--- src/rtl/i2c_apb_arbiter.sv ---
// i2c_apb_arbiter: round-robin arbiter sequencing NUM_REQ requesters onto one I2C command port.
module i2c_apb_arbiter #(
  parameter int NUM_REQ = 4,
  parameter int TIMEOUT = 4096,
  parameter int GAP_CYC = 16
) (
  input  logic                 clk,
  input  logic                 reset,
  input  logic [NUM_REQ-1:0]   req_valid,
  input  logic [NUM_REQ-1:0]   req_wr,
  input  logic [8*NUM_REQ-1:0] req_addr,
  input  logic [8*NUM_REQ-1:0] req_wdata,
  output logic [NUM_REQ-1:0]   req_grant,
  output logic [NUM_REQ-1:0]   req_done,
  output logic [7:0]           rsp_rdata,
  output logic                 rsp_error,
  output logic                 i2c_ce,
  output logic                 i2c_wren,
  output logic                 i2c_rden,
  output logic [7:0]           i2c_addr,
  output logic [7:0]           i2c_wdata,
  input  logic                 i2c_ready,
  input  logic                 i2c_error,
  input  logic [7:0]           i2c_rdata
);
  localparam int RW = NUM_REQ > 1 ? $clog2(NUM_REQ) : 1;
  localparam int CW = $clog2((TIMEOUT > GAP_CYC ? TIMEOUT : GAP_CYC) + 1);
  typedef enum logic [1:0] {IDLE, ISSUE, RESP, GAP} state_t;
  state_t state, state_n;
  logic [CW-1:0] cnt;
  logic [RW-1:0] rr, win, pick;
  logic [NUM_REQ-1:0] win_oh;
  logic own, any, tmo, gap_end, cmd_wr;
  logic [7:0] cmd_addr, cmd_wdata;
  always_comb begin
    pick = '0;
    any = 1'b0;
    for (int i = NUM_REQ - 1; i >= 0; i--)
      if (req_valid[(int'(rr) + i) % NUM_REQ]) begin
        pick = RW'((int'(rr) + i) % NUM_REQ);
        any = 1'b1;
      end
  end
  assign tmo     = cnt == CW'(TIMEOUT - 1);
  assign gap_end = cnt == CW'(GAP_CYC - 1);
  assign win_oh  = NUM_REQ'(1) << win;
  // A winner is latched in IDLE first (grant only); the command goes out the cycle after.
  always_comb begin
    state_n = state;
    case (state)
      IDLE:    state_n = own ? ISSUE : IDLE;
      ISSUE:   state_n = (i2c_ready || tmo) ? RESP : ISSUE;
      RESP:    state_n = GAP;
      default: state_n = gap_end ? IDLE : GAP;
    endcase
  end
  assign i2c_ce    = state == ISSUE;
  assign i2c_wren  = i2c_ce & cmd_wr;
  assign i2c_rden  = i2c_ce & ~cmd_wr;
  assign i2c_addr  = i2c_ce ? cmd_addr : '0;
  assign i2c_wdata = i2c_ce ? cmd_wdata : '0;
  assign req_grant = own ? win_oh : '0;
  assign req_done  = (own && state == RESP) ? win_oh : '0;
  always_ff @(posedge clk or negedge reset)
    if (!reset) state <= IDLE;
    else        state <= state_n;
  always_ff @(posedge clk or negedge reset) begin
    if (!reset) begin
      cnt       <= '0;
      rr        <= '0;
      win       <= '0;
      own       <= 1'b0;
      cmd_wr    <= 1'b0;
      cmd_addr  <= '0;
      cmd_wdata <= '0;
      rsp_rdata <= '0;
      rsp_error <= 1'b0;
    end else begin
      cnt <= ((state == ISSUE || state == GAP) && state_n == state) ? cnt + 1'b1 : '0;
      if (state == IDLE && !own && any) begin
        own       <= 1'b1;
        win       <= pick;
        cmd_wr    <= req_wr[pick];
        cmd_addr  <= req_addr[pick*8 +: 8];
        cmd_wdata <= req_wdata[pick*8 +: 8];
      end
      if (state == ISSUE && (i2c_ready || tmo)) begin
        rsp_rdata <= i2c_ready ? i2c_rdata : '0;
        rsp_error <= i2c_ready ? i2c_error : 1'b1;
      end
      if (state == RESP) begin
        own <= 1'b0;
        rr  <= (win == RW'(NUM_REQ - 1)) ? '0 : win + 1'b1;
      end
    end
  end
endmodule

--- config.mk ---
export PLATFORM = sky130hd
export DESIGN_NAME = i2c_apb_arbiter
export DESIGN_NICKNAME = d
export VERILOG_FILES = /design/src/rtl/i2c_apb_arbiter.sv
export SDC_FILE = /design/constraint.sdc
export NUM_CORES = 1
export LEC_CHECK = 0
export CORE_ASPECT_RATIO = 0.5
export CORE_MARGIN = 2
export CORE_UTILIZATION = 30
export CTS_CLUSTER_DIAMETER = 150
export DETAILED_ROUTE_END_ITERATION = 8
export DONT_BUFFER_PORTS = 1
export GPL_TIMING_DRIVEN = 1
export PLACE_DENSITY_LB_ADDON = 0.2
export SETUP_SLACK_MARGIN = 0.05
export SLEW_MARGIN = 0
export SYNTH_ARGS = -nofsm -noshare
export SYNTH_HDL_FRONTEND = slang
export SYNTH_SLANG_ARGS = --single-unit
--- constraint.sdc ---
create_clock -name clk -period 2.3 [get_ports clk]
set_input_delay 0.115 -clock clk [delete_from_list [all_inputs] [get_ports clk]]
set_output_delay 0.115 -clock clk [all_outputs]
set_load 0.01 [all_outputs]
==> flow_summary.yaml, run 1 <==
timing:
  finalMaxSlewViolations: 0
  rsz0062_at_grt: "false"
  relSlewSlack_pct: 48.18
  whs_ns: 0.04677
  fin_crit_ns: 2.044
  fmax_mhz: 489.3
  clock-skew-final_ns: 0.001979
  setup_viol: 0
  finalCritPeriodShare_pct: 88.87
  worstMarginPinSlew_ns: 0.7721
  finalHoldViolCount: 0
  fin_tns_setup_ns: 0
synthesis:
  syn-cell-area_mm2: 0.002645
  ys_ff_latch: 46
  synthCells: 255
  synth_top_area_share_pct: 43.52
  synth_nets: 344
  yosysUniqueCellTypes: 38
  syn_area_per_cell_um2: 10.37
  synth.area.top_cells: "dfrtp_1, mux2i_1, o221ai_2, and2_1, nand2_1"
  ys.warnings.count: 0
  synth_seq_area_share_pct: 43.52
  yosys.area.top_type: "dfrtp_1"
final_layout:
  post-route-cell-area_mm2: 0.003022
  num_antenna_cells: 0
  drive_gt1_share_pct: 9.579
  area_growth_syn_to_layout_pct: 14.24
  nNetsFinal: 349
clock_tree:
  clock_latency_ns: 0.28
  cts_tree: "built"
  cts_sinks: 46
  clockBufferDepth: 2
  clk_pin_slew_worst_paths_ns: 0.06
  htree_levels: 2
  numCtsBuffers: 5
  postCtsSetupBuffers: 0
  root_buffer: "clkbuf_16"
grt:
  antenna_found_initial: 0
  grt_start_max_net_pins: 47
  grt.overflow.total: 0
  grt_pass1_vias: 1890
  track_usage_pct: 12.63
  grt_first_pass_wirelength_mm: 9.480
drt:
  detailedRoute.firstPassIterationCount: 4
  vias: 1906
  drtIter0Drc: 66
  viasPerCell: 5.042
  finalWirelength_mm: 5.913
  remaining_drc_errors: 0
  avgRoutedWirePerCell_um: 15.64
  ant_nets: 0
placement:
  io_buffers: 0
  dp_hpwl_mm: 4.467
  routabilityCongestion: 0.7228
  dpl_cell_area_mm2: 0.002729
floorplan:
  fp.dieW_um: 136.8
  boundaryPins: 120
  fp.dieH_um: 70.40
  rows: 24
  dieArea_mm2: 0.009629
  start_util_pct: 30.58
  coreArea_mm2: 0.008648
power_and_ir_drop:
  powerDensity_mw_per_mm2: 1124
  power_mw: 3.398
  leakagePower_nw: 1.430
  peakVddDrop_mv: 0.3347
worst_setup_path:
  path_class: "flop to flop"
  cp-startpoint: "state[1]"
  critPathMaxFanout: 22
  end_kind: "flop"
  cp_data_required_time_ns: 2.49
  critPathLaunchType: "flop"
  worst_r2r_startpoint: "state[1]"
  critPathArrivalTime_ns: 2.24
run_status:
  status: "completed"
job:
  cap_viol_max_count: 0
min_path:
  min_path_type: "input port to flop"
  min-delay-start: "req_wdata[14]"
[synth_stat cells (all sizes together)]
| cell | instances |
|---|---|
| o311a | 1 |
| a22o | 8 |
| and2 | 21 |
| nor3 | 3 |
| nand2 | 29 |
| xor2 | 6 |
| a21oi | 2 |
| and4 | 3 |
| nand3 | 5 |
| mux2 | 1 |
| nand2b | 3 |
| buf | 10 |
| and3 | 4 |
| o22ai | 2 |
| nand4 | 1 |
| a21o | 1 |
| or2 | 1 |
| nor4 | 2 |
| o32a | 1 |
| ha | 5 |
| or4 | 1 |
| o21ai | 2 |
| mux2i | 34 |
| o221ai | 17 |
| o21a | 2 |
| clkbuf | 6 |
| o221a | 1 |
| nor2b | 7 |
| xnor2 | 4 |
| inv | 7 |
| o31ai | 1 |
| dfrtp | 46 |
| nor2 | 18 |
[sequential cells by signal, summed over array words and instances (netlist names)]
signal	flops
rr	2
own	1
cmd_wr	1
cmd_addr	8
win	2
cmd_wdata	8
rsp_error	1
cnt	13
rsp_rdata	8
state	2
[critical path, cell delays in order (launching register included)]
cell and delay [ns]:
dfrtp_1 0.44, or4_4 0.70, or2_2 0.54, o221ai_1 0.26
[repair_timing]
| action | in CTS | in global routing |
|---|---|---|
| setup endpoints to repair | 0 | 3 |
| hold buffers | 11 | 0 |
| endpoints found under the hold margin | 55 | 0 |
| resized for setup | 0 | 1 |
[path summary, 6_finish.rpt]
path                                 to  slack [ns]  cells after the start
min reg2reg                 cmd_addr[5]        0.48                      2
max                         cmd_addr[4]        0.26                      3
max in group asynchronous        cnt[4]        1.76                      2
min in group asynchronous   cmd_addr[5]        0.33                      2
max reg2reg                 cmd_addr[4]        0.26                      3
min                        cmd_wdata[6]        0.05                      2
[placed cells by master (no fill, tap or decap), types with 6 or more instances in the layout]
master	count
xor2_1	6
nand2_1	29
o221ai_1	8
nor2_1	18
mux2i_1	34
dlygate4sd3_1	10
o221ai_2	9
dfrtp_1	46
inv_1	6
a22o_1	8
and2_1	21
nor2b_1	7
[power breakdown]
group          switching [mW]  internal, mW
clock network           0.299         0.508
registers               0.291          1.13
logic                   0.608         0.557
[stage by stage]
step,cells,setup slack (ns),util (%)
detailed placement,359,0.1421,31.55
global placement,359,0.2179,31.55
CTS,378,0.1300,34.94
finish,378,0.2561,34.94
global route,378,0.08771,34.94
floorplan,255,0.5872,-
[cell type report]
type	count	area (um^2)
Fill cell	870	5627
Multi-Input combinational cell	186	1383
Sequential cell	46	1151
Timing Repair Buffer	14	150.1
Tap cell	117	146.4
Clock buffer	5	125.1
Clock inverter	3	40.04
Inverter	7	26.28
[logic make-up after synthesis]
logic type | share of synthesized area (%)
and+or+nand+nor | 18.83
DFF | 43.52
xor gates and xnor gates | 3.311
AOI/OAI and AO/OA | 13.95
buffers and inverters | 4.730
adders and majority gates | 2.365
muxes | 13.29
[per-layer routing]
metal  GRT usage [%]  up-vias  share of wire (%)
met5               0        -                  0
met1           15.39      938                 43
met4           3.093        0               0.96
met3           4.067        6                5.6
li1                -      914                  -
met2           21.67       48                 50
Power figures use the tool's default switching activity.
==> inputs of run 2 (changes only) <==
ABC_AREA = 1   (was not set)
RECOVER_POWER = 50   (was not set)
==> run 2 against run 1 <==
Against the previous run:
- hold slack worse by 0.0076 ns
- register-to-register slack about the same
- clock skew up 0.0053 ns
- total power up 36%
- design area up 17%
- synthesized cell count up 80%
- global-route usage up 1.3 points
- maximum frequency down 0.49%
- first-iteration DRC count up 59%
- synthesized area up 17%
- largest cell class unchanged
- largest power group is now combinational logic
==> flow_summary.yaml, run 2 <==
run_status:
  status: "completed"
grt:
  antenna_found_initial: 0
  track_usage_pct: 13.89
  grt_start_max_net_pins: 47
  grt.overflow.total: 0
  grt_first_pass_wirelength_mm: 12.12
  grt_pass1_vias: 2449
placement:
  dp_hpwl_mm: 5.782
  routabilityCongestion: 0.7738
  io_buffers: 0
job:
  cap_viol_max_count: 0
floorplan:
  start_util_pct: 30.51
  fp.dieH_um: 75.73
  rows: 26
  coreArea_mm2: 0.01012
  boundaryPins: 120
  dieArea_mm2: 0.01117
  fp.dieW_um: 147.5
final_layout:
  num_antenna_cells: 0
  layout_common_cells: "nand2_1, inv_1, nand3_1"
  largest_reg_flops: 13
  n_fill_cell: 1101
  drive_gt1_share_pct: 8.211
  top_register: "cnt"
  final_common_cell: "nand2_1"
  nNetsFinal: 563
  area_growth_syn_to_layout_pct: 14.59
drt:
  avgRoutedWirePerCell_um: 12.46
  vias: 2709
  drtIter0Drc: 105
  detailedRoute.firstPassIterationCount: 4
  ant_nets: 0
  viasPerCell: 4.405
  remaining_drc_errors: 0
  finalWirelength_mm: 7.661
worst_setup_path:
  critPathSlowestCell: "dfrtp_2"
  critPathArrivalTime_ns: 2.22
  slowest_delay_ns: 0.49
  critPathMaxFanout: 23
  r2r_slack_ns: 0.25
  end_kind: "flop"
  cp_data_required_time_ns: 2.47
  cp-startpoint: "rr[0]"
  crit_top_cell: "nand3_1"
  path_class: "flop to flop"
  crit_path_cell_trace: "inv_2, nand2_1, and2_1, or2_1, nand3_2, nand2_4, buf_12, or2_2, nand3_1, nand3_1"
  worst_r2r_startpoint: "rr[0]"
  critPathLaunchType: "flop"
synthesis:
  synth-edff-count: 0
  synthCells: 460
  yosysMostFrequentCell: "nand2_1"
  ys_ff_latch: 46
  synth_flop_cell: "dfrtp_1"
  synth_seq_area_share_pct: 37.29
  synth_common_cells: "nand2_1, inv_1, nand3_1"
  yosysUniqueCellTypes: 32
  syn-cell-area_mm2: 0.003087
  synthArstFlopShare_pct: 100.0
  synth_top_area_share_pct: 37.29
  synth_nets: 549
  yosys.area.top_type: "dfrtp_1"
  ys.warnings.count: 0
  synth.area.top_cells: "dfrtp_1, nand2_1, inv_1, nand3_1, nor2_1"
  syn_area_per_cell_um2: 6.710
timing:
  whs_ns: 0.03913
  finalHoldViolCount: 0
  fmax_mhz: 486.9
  relSlewSlack_pct: 20.90
  worstMarginPinSlew_ns: 1.187
  clock-skew-final_ns: 0.007287
  rsz0062_at_grt: "false"
  finalMaxSlewViolations: 0
  fin_tns_setup_ns: 0
  finalCritPeriodShare_pct: 89.30
  setup_viol: 0
  fin_crit_ns: 2.054
clock_tree:
  clock_latency_ns: 0.29
  clockBufferDepth: 2
  root_buffer: "clkbuf_16"
  clk_pin_slew_worst_paths_ns: 0.07
  htree_levels: 2
  postCtsSetupBuffers: 0
  cts_tree: "built"
  cts_sinks: 46
  numCtsBuffers: 5
power_and_ir_drop:
  peakVddDrop_mv: 0.4058
  powerDensity_mw_per_mm2: 1305
  leakagePower_nw: 1.945
  power_mw: 4.616
min_path:
  min-delay-start: "i2c_error"
  min_path_type: "input port to flop"
## run 2: cell count changes after synthesis, sizes merged, moves of 4 or more
cell / before / now
inv: 7 / 96
and3: 4 / 0
clkbuf: 6 / 2
nand4: 1 / 5
nand2: 29 / 126
and2: 21 / 1
nand3: 5 / 67
o221ai: 17 / 0
nor2: 18 / 45
or2: 1 / 21
mux2i: 34 / 0
nor2b: 7 / 0
o21ai: 2 / 6
## run 2: worst max-delay path: cells and delay by family (launching register included)
family        cells  cell delay [ns]
flops             1             0.49
buf+inv           2             0.32
simple gates      8             1.12
## run 2: path summary, 6_finish.rpt
check,to,depth (start not counted)
worst max register to register,cmd_addr[0],10
max in group asynchronous,rr[0],2
worst min-delay path,rsp_error,2
worst max-delay path,cmd_addr[0],10
worst min register to register,cnt[0],1
min in group asynchronous,cnt[8],2
## run 2: report_power, final
part	switching (mW)	total [mW]	internal (mW)	leakage [nW]
clock	0.311	0.824	0.514	0.0771
sequential	0.283	1.42	1.13	0.572
combinational	1.45	2.37	0.928	1.30
total	2.04	4.62	2.58	1.95
## run 2: kinds of logic (layout without fill, tap and decap cells)
| group | after synthesis | count (layout) | share of synthesized area (%) |
|---|---|---|---|
| simple gates | 274 | 274 | 39.93 |
| buf+inv | 111 | 126 | 14.96 |
| flops | 46 | 46 | 37.29 |
| compound gates | 17 | 17 | 3.810 |
| xor+xnor | 7 | 7 | 1.986 |
| fa+ha+maj | 5 | 5 | 2.027 |
## run 2: metal layers
metal  up-vias  wire (um)  global-route usage (%)
met5         -          0                       0
met4         0         25                   1.923
met3         4        350                   4.431
met2        54       3415                   21.96
met1      1225       3870                   19.30
li1       1426          -                       -
## run 2: cell type report
type	instances	area [um^2]	area share (%)
multi-input cells	303	1476	41.74
flip-flops and latches	46	1152	32.58
inverters	97	364.1	10.29
repair buffers	21	202.7	5.730
well taps	140	175.2	4.952
clock buffers	6	128.9	3.643
clock inverters	2	37.54	1.061
## run 2: metrics by stage
stage	instance area, um^2	cells	util, %	setup WS [ns]
after CTS	3556	615	35.15	0.1127
final	3537	615	34.96	0.2460
after detailed placement	3272	597	32.34	0.1333
after global routing	3537	615	34.96	0.05476
after global placement	3272	597	32.34	0.2042
after floorplan	3087	460	-	0.5345
## run 2: timing repair
| action | in CTS | in global routing |
|---|---|---|
| hold buffers | 10 | 0 |
| hold endpoints to repair | 54 | 0 |
| resized for setup | 0 | 2 |
| setup endpoints to repair | 0 | 33 |
==> inputs of run 3 (changes only) <==
CTS_BUF_LIST = sky130_fd_sc_hd__clkbuf_8   (was not set)
SLEW_MARGIN = 30   (was 0)
==> run 3 against run 2 <==
Against the previous run:
- cell count is the same
- critical path depth unchanged
- global-route usage up 0.053 points
- design area is 1.6% lower
- worst setup slack worse by 0.0084 ns
- die area unchanged
- combinational power is essentially flat
- count of clock-buffer cells in the layout down 1
- sequential cell count stayed put
- maximum frequency fell by 0.41%
- hold slack got worse by 0.022 ns
- total power is 4.6% lower
- critical endpoint unchanged
- largest power group unchanged
==> flow_summary.yaml, run 3 (same netlist as run 2, synthesis figures left out) <==
grt:
  antenna_found_initial: 0
  grt_first_pass_wirelength_mm: 12.16
  grt_start_max_net_pins: 47
  grt.overflow.total: 0
  grt_pass1_vias: 2444
  track_usage_pct: 13.94
clock_tree:
  clk_pin_slew_worst_paths_ns: 0.10
  cts_sinks: 46
  clock_latency_ns: 0.31
  root_buffer: "clkbuf_8"
  cts_tree: "built"
  numCtsBuffers: 5
  htree_levels: 2
  clockBufferDepth: 2
floorplan:
  boundaryPins: 120
  fp.dieH_um: 75.73
  start_util_pct: 30.51
  fp.dieW_um: 147.5
  rows: 26
  dieArea_mm2: 0.01117
  coreArea_mm2: 0.01012
worst_setup_path:
  critPathArrivalTime_ns: 2.25
  cp_data_required_time_ns: 2.49
  critPathSlowestCell: "dfrtp_2"
  critPathMaxFanout: 23
  end_kind: "flop"
  slowest_delay_ns: 0.50
  crit_path_cell_trace: "inv_2, nand2_1, and2_1, or2_1, nand3_2, nand2_4, buf_12, or2_2, nand3_1, nand3_1"
  critPathLaunchType: "flop"
  crit_top_cell: "nand3_1"
  path_class: "flop to flop"
final_layout:
  area_growth_syn_to_layout_pct: 12.77
  largest_reg_flops: 13
  nNetsFinal: 563
  n_fill_cell: 1107
  top_register: "cnt"
  final_common_cell: "nand2_1"
  layout_common_cells: "nand2_1, inv_1, nand3_1"
  drive_gt1_share_pct: 8.211
  stdcell_count: 615
  post-route-cell-area_mm2: 0.003481
  num_antenna_cells: 0
timing:
  setup_viol: 0
  whs_ns: 0.01694
  rsz0062_at_grt: "true"
  relSlewSlack_pct: 20.02
  fin_tns_setup_ns: 0
  finalHoldViolCount: 0
  worstMarginPinSlew_ns: 1.200
  fin_crit_ns: 2.062
  fmax_mhz: 484.9
  finalMaxSlewViolations: 0
  finalCritPeriodShare_pct: 89.67
  clock-skew-final_ns: 0.01042
power_and_ir_drop:
  powerDensity_mw_per_mm2: 1265
  peakVddDrop_mv: 0.4055
  leakagePower_nw: 1.924
  power_mw: 4.403
placement:
  dp_hpwl_mm: 5.782
  dpl_cell_area_mm2: 0.003272
  routabilityCongestion: 0.7738
  io_buffers: 0
  placed_cells: 597
min_path:
  min_path_type: "input port to flop"
drt:
  avgRoutedWirePerCell_um: 12.46
  viasPerCell: 4.428
  remaining_drc_errors: 0
  ant_nets: 0
  drtIter0Drc: 129
  detailedRoute.firstPassIterationCount: 4
  finalWirelength_mm: 7.661
  vias: 2723
job:
  cap_viol_max_count: 0
run_status:
  status: "completed"
-- run 3: cell types whose count changed in the layout (fill, tap and decap cells not counted) --
cell / before / now
inv_1: 91 / 92
clkbuf_16: 5 / 0
clkbuf_8: 0 / 5
clkbuf_1: 1 / 0
-- run 3: area by class of cell --
cell class	count	area, um^2	area share [%]
multi-input combinational	303	1476	42.42
sequential	46	1152	33.11
inverter	97	364.1	10.46
timing repair buffer	21	202.7	5.823
tap	140	175.2	5.032
clock buffer	5	68.82	1.977
clock inverter	3	41.29	1.186
-- run 3: worst max-delay path, delay by kind of cell, from the launching register on --
family,cells,cell delay [ns]
buffers and inverters,2,0.32
DFF,1,0.50
and+or+nand+nor,8,1.12
-- run 3: path summary, 6_finish.rpt --
path | startpoint | to | slack [ns] | depth (start not counted)
setup / recovery | rr[0] | cmd_addr[0] | 0.24 | 10
hold / removal | i2c_error | rsp_error | 0.02 | 2
setup reg to reg | rr[0] | cmd_addr[0] | 0.24 | 10
hold reg to reg | cnt[0] | cnt[0] | 0.47 | 1
max in group asynchronous | reset | rr[0] | 0.92 | 2
min in group asynchronous | reset | cnt[8] | 0.57 | 2
-- run 3: metrics by stage --
stage | setup WS (ns) | utilization, %
2_1_floorplan | 0.5345 | -
3_3_place_gp | 0.2042 | 32.34
3_5_place_dp | 0.1333 | 32.34
4_1_cts | 0.1049 | 34.59
5_1_grt | 0.04605 | 34.41
6_report | 0.2376 | 34.41
-- run 3: repair_timing --
item                                   4_1_cts  5_1_grt
hold buffers                                10        0
setup endpoints to repair                    0       36
endpoints found under the hold margin       54        0
gates resized for setup                      0        2
buffers inserted                             0        0
-- run 3: power by group --
group	internal [mW]	switching [mW]	total [mW]
sequential	1.13	0.283	1.41
combinational	0.928	1.45	2.37
clock	0.320	0.295	0.615
total	2.38	2.02	4.40
-- run 3: routing by layer --
metal | global-route usage (%) | vias up | part of all wire, %
met1 | 19.38 | 1227 | 50
met3 | 4.431 | 7 | 5.1
met4 | 2.244 | 0 | 0.68
met2 | 21.91 | 63 | 44
met5 | 0 | - | 0
li1 | - | 1426 | -
